[src/rtl/sram_pkg.sv]
// Shared state encoding and word/mask helpers for the 1rw1r write-masked SRAM model.
package sram_pkg;

   typedef enum logic {INIT, RUN} sram_state_e;

   localparam int MAX_DATA_WIDTH = 1024;

   function automatic int num_wmasks(input int data_width, input int wmask_size);
      return data_width / wmask_size;
   endfunction

   function automatic int ram_depth(input int addr_width);
      return 1 << addr_width;
   endfunction

   // Operates on the widest supported word; callers size-cast in and out.
   function automatic logic [MAX_DATA_WIDTH-1:0] lane_merge(
      input logic [MAX_DATA_WIDTH-1:0] old_word,
      input logic [MAX_DATA_WIDTH-1:0] new_word,
      input logic [MAX_DATA_WIDTH-1:0] bit_mask
   );
      return (old_word & ~bit_mask) | (new_word & bit_mask);
   endfunction

endpackage

[src/rtl/sram_init_ctrl.sv]
// Zero-fill init sequencer: walks every address once after reset, then holds ready.
module sram_init_ctrl
   import sram_pkg::*;
#(
   parameter int ADDR_WIDTH = 11
) (
   input  logic                  clk0,
   input  logic                  rst0,
   output logic                  ready,
   output logic                  init_we,
   output logic [ADDR_WIDTH-1:0] init_addr
);

   localparam logic [ADDR_WIDTH-1:0] LAST_ADDR = '1;

   sram_state_e           state, state_nxt;
   logic [ADDR_WIDTH-1:0] init_cnt, init_cnt_nxt;

   always_ff @(posedge clk0) begin
      if (rst0) begin
         state    <= INIT;
         init_cnt <= '0;
      end else begin
         state    <= state_nxt;
         init_cnt <= init_cnt_nxt;
      end
   end

   // The last address is written in the same cycle the FSM leaves INIT.
   always_comb begin
      state_nxt    = state;
      init_cnt_nxt = init_cnt;
      ready        = 1'b0;
      init_we      = 1'b0;
      case (state)
         INIT: begin
            init_we = 1'b1;
            if (init_cnt == LAST_ADDR) state_nxt = RUN;
            else                       init_cnt_nxt = init_cnt + 1'b1;
         end
         RUN:     ready = 1'b1;
         default: state_nxt = INIT;
      endcase
   end

   assign init_addr = init_cnt;

endmodule

[config.mk]
export PLATFORM = sky130hd
export DESIGN_NAME = sram_init_ctrl
export DESIGN_NICKNAME = d
export VERILOG_FILES = /design/src/rtl/sram_pkg.sv /design/src/rtl/sram_init_ctrl.sv
export SDC_FILE = /design/constraint.sdc
export NUM_CORES = 1
export LEC_CHECK = 0
export CELL_PAD_IN_SITES_DETAIL_PLACEMENT = 1
export CELL_PAD_IN_SITES_GLOBAL_PLACEMENT = 1
export CORE_UTILIZATION = 29
export CTS_CLUSTER_DIAMETER = 100
export DETAILED_ROUTE_END_ITERATION = 8
export PLACE_DENSITY_LB_ADDON = 0.1
export SYNTH_ARGS = -nofsm -noshare
export SYNTH_HDL_FRONTEND = slang
export SYNTH_SLANG_ARGS = --single-unit
export TNS_END_PERCENT = 30
[constraint.sdc]
create_clock -name clk0 -period 1.3 [get_ports clk0]
set_input_delay 0.13 -clock clk0 [delete_from_list [all_inputs] [get_ports clk0]]
set_output_delay 0.13 -clock clk0 [all_outputs]
set_load 0.05 [all_outputs]
* Yosys cells after proc, flatten, opt, wreduce, memory -nomap -nowiden
Index checks and enable logic that the tools add are counted.
** Operators by class
- Equal/unequal tests :: 1
- Muxes and demuxes :: 4
- Add/subtract/negate cells :: 1
- Bitwise logic cells :: 2
- Reductions and logical operators :: 1
** Operators by type and width (count)
- 11-bit by 1-bit adder with 11-bit output, second input constant :: 1
- 11-bit equality test, second input constant :: 1
- 1-bit two-way mux :: 4
- 1-bit NOT :: 2
- 2-bit AND reduction :: 1
** Storage, ports and cells
- Flip-flop bits (word level) :: 12
- Bits of input ports :: 2
- Word-level logic and storage cells :: 11
- Output and inout port bits :: 13

* Logic depth before layout (Yosys ltp)
- Word-level depth :: 3
- Depth in mapped cells :: 5
- Mapped depth without buffers :: 5

* Least setup slack after synthesis
Ideal clock, no wire load.
- Kind :: register -> register
- From :: register init_cnt[0], in the netlist init_addr[0]
- To :: register init_cnt[8], in the netlist init_addr[8]
- Cell stages (with the launch flop) :: 6
- Data arrival time :: 1.776 ns
- Setup slack :: -0.567 ns
- Period minus slack after synthesis :: 1.867 ns
- Path buffers :: 0
- Cells stage by stage :: dfxtp_1 ha_1 nand2_1 nor3_1 a31oi_1 a311oi_1
** On the way
- Word-level cells in the longest chain between the ends :: 3
- Elaborated cells between the ends (all ways) :: 4
** RTL lines
- start: declaration :: line sram_init_ctrl.sv:17 : logic [ADDR_WIDTH-1:0] init_cnt, init_cnt_nxt;
- start signal: assignment :: line sram_init_ctrl.sv:25 : init_cnt <= init_cnt_nxt;
- branches (longest 3 deep; another with 11-bit by 1-bit adder with 11-bit output)
Parallel ways; which one is timed is not known.
A chain may end at the register's enable or synchronous reset.

* Worst setup path after layout
- From :: register init_cnt[1], in the netlist init_addr[1]
- To :: register init_cnt[7], in the netlist init_addr[7]
The elaborated chain is that of the path after synthesis.

==> flow_metrics.py <==
metrics = {
    "place": {
        "place_hpwl_um": 1220,
        "post-place-cells": 118,
        "port_buffers": 14,
        "gp_congestion": 0.794,
    },
    "detailed_routing": {
        "firstDrtPassIters": 2,
        "viasPerCell": 5.04,
        "drc": 0,
        "vias": 610,
        "wirelength_um": 1580,
        "drt_iter0_markers": 4,
        "ant_nets": 0,
        "wl_per_cell_um": 13.1,
    },
    "worst_hold_path": {
        "min_to": "init_addr[6]$_SDFFE_PP0P_",
        "min_from": "init_addr[6]$_SDFFE_PP0P_",
        "hp-class": "reg2reg",
        "holdPathStages": 1,
    },
    "floorplan": {
        "initial_utilization_pct": 31.0,
        "num_rows": 15,
        "dieArea_um2": 2040,
        "io_pins": 15,
        "die_h_um": 45.2,
        "core_area_um2": 1750,
        "die_w_um": 45.2,
    },
    "grt": {
        "antenna_found_initial": 0,
        "grt_pass1_wl_um": 2600,
        "overflow": 0,
        "grt_usage_pct": 17.3,
        "grt_max_degree": 11,
        "grt_pass1_vias": 603,
    },
    "setup_path": {
        "reg2reg_from": "init_addr[1]$_SDFFE_PP0P_",
        "worstSetupStartpointType": "register",
        "reg2reg_to": "init_addr[7]$_SDFFE_PP0P_",
        "path_max_fanout": 5,
        "reg2regPathDepth": 5,
        "cp_data_arrival_time_ns": 1.54,
        "crit_path_end_kind": "register",
        "critical_path_class": "reg2reg",
        "worstPathRequired_ns": 1.49,
        "reg2reg_slack_ns": -0.05,
    },
    "cells_and_area": {
        "areaGrowthSynthToFinish_pct": 102,
        "num_antenna_cells": 0,
        "mostFrequentLayoutCells": "buf_4, buf_12, dfxtp_4",
        "mostFrequentLayoutCell": "buf_4",
        "nets": 101,
        "fill_cells": 198,
        "drive_gt1_share_pct": 57.3,
        "post-route-util_pct": 62.4,
        "final_cells": 121,
    },
    "yosys": {
        "synthTopCellsByArea": "dfxtp_1, nor3_1, a31oi_1",
        "ys_ff_latch": 12,
        "yosys.area.top_type": "dfxtp_1",
        "postSynthAreaPerCell_um2": 8.58,
        "synth_top_area_share_pct": 44.4,
        "ys_seq_area_share_pct": 44.4,
        "ys_types": 22,
        "ys_warn_count": 0,
        "synth_area_um2": 541,
        "netlist_instances": 63,
        "synthesis.nets": 66,
    },
    "power": {
        "p_leak_nw": 0.440,
        "ir_drop_mv": 0.581,
        "p_per_area_nw_per_um2": 650,
        "total_power_w": 0.000708,
    },
    "timing": {
        "min_period_ns": 1.35,
        "fmax_ghz": 0.739,
        "finalHoldViolations": 0,
        "setup_ws_ns": -0.0530,
        "drv_slew": 0,
        "rsz0062_at_grt": "true",
        "tns_ns": -0.105,
        "period_share_pct": 104,
        "slew_headroom_pct": 74.3,
        "setup_viol": 3,
        "holdWs_ns": 0.484,
        "worst_slew_pin_slew_ns": 0.385,
        "skew_ns": 0.00130,
    },
    "cts": {
        "cts.sink_count": 12,
        "hold_buffers": 0,
        "cts_tree": "built",
        "clk_pin_slew_ns": 0.07,
        "clockBufferDepth": 2,
        "clkLatencyLatePin_ns": 0.27,
        "numCtsBuffers": 3,
        "ctsHtreeMaxLevel": 1,
        "root_buffer": "clkbuf_4",
    },
    "outcome": {
        "violations": "setup timing",
        "status": "complete, but fails checks",
    },
    "flow_run": {
        "maxCapViolCount": 0,
    },
}
-- area by class of cell --
class | count | area (um^2) | share of cell area (%)
multi-input cells | 48 | 342 | 31.3
well taps | 25 | 31.3 | 2.87
flip-flops and latches | 12 | 285 | 26.2
clock buffers | 3 | 22.5 | 2.07
inverters | 2 | 11.3 | 1.03
repair buffers | 31 | 398 | 36.5
-- per-stage QoR --
step	area (um^2)	setup slack, ns
detailed placement	1050	-0.0475
CTS	1080	-0.0510
finish	1090	-0.0530
floorplan	624	-0.0766
global route	1090	-0.117
global placement	1050	-0.0124
-- worst max-delay path, stage by stage, from the launching register on --
cell,delay (ns)
dfxtp_4,0.36
ha_4,0.16
nand2_4,0.10
nor3_2,0.07
or4_1,0.46
a21oi_1,0.13
-- cells in the mapped netlist --
| library cell | instances |
|---|---|
| a31oi_1 | 5 |
| clkbuf_1 | 1 |
| nand4_1 | 1 |
| a21oi_1 | 3 |
| mux2i_1 | 2 |
| dfxtp_1 | 12 |
| or4_1 | 1 |
| nor3b_1 | 1 |
| a311oi_1 | 1 |
| nand2_2 | 1 |
| nor3_1 | 7 |
| o31ai_1 | 1 |
| xnor2_1 | 1 |
| and3_1 | 3 |
| nand2_1 | 4 |
| nor2_1 | 7 |
| o41a_1 | 1 |
| inv_1 | 2 |
| o21bai_1 | 2 |
| and4b_2 | 1 |
| nand3_1 | 5 |
| ha_1 | 1 |
-- kinds of logic (layout without fill, tap and decap cells) --
group | Yosys count | in the layout | share of synthesized area [%]
AOI/OAI and AO/OA | 13 | 13 | 16.4
xor gates and xnor gates | 1 | 1 | 1.62
adders and majority gates | 1 | 1 | 2.31
buffers and inverters | 3 | 36 | 2.08
DFF | 12 | 12 | 44.4
muxes | 2 | 2 | 3.70
and+or+nand+nor | 31 | 31 | 29.4
-- how the worst max path moves through the flow --
stage                                         start                   endpoint  cells after the start
after global placement    init_addr[1]$_SDFFE_PP0P_  init_addr[7]$_SDFFE_PP0P_                      5
after CTS                 init_addr[1]$_SDFFE_PP0P_  init_addr[7]$_SDFFE_PP0P_                      5
after detailed placement  init_addr[1]$_SDFFE_PP0P_  init_addr[7]$_SDFFE_PP0P_                      5
after global routing      init_addr[8]$_SDFFE_PP0P_  init_addr[1]$_SDFFE_PP0P_                      4
after floorplan                    state$_SDFF_PP0_  init_addr[7]$_SDFFE_PP0P_                      4
final                     init_addr[1]$_SDFFE_PP0P_  init_addr[7]$_SDFFE_PP0P_                      5
-- power by group --
group / leakage, nW / internal (W) / switching [W]
registers: 0.106 / 0.000356 / 0.0000106
clock network: 0.0138 / 0.000107 / 0.000120
logic: 0.320 / 0.0000592 / 0.0000551
-- metal layers --
layer | vias to the layer above | share of wire (%) | GRT usage [%]
met3 | 2 | 2.1 | 2.40
met2 | 9 | 53 | 28.1
met4 | 0 | 0.25 | 7.27
met1 | 294 | 45 | 22.9
li1 | 305 | - | -
met5 | - | 0 | 0
-- registers in the layout (all words and copies together), names as in the netlist --
signal	cells
state	1
init_addr	11
-- timing repair --
item                       CTS  global route
buffers inserted             0             0
setup endpoints to repair    4             7
cloned                       0             0
resized for setup            2             1
Note: power is estimated with default switching activity, not from simulation.
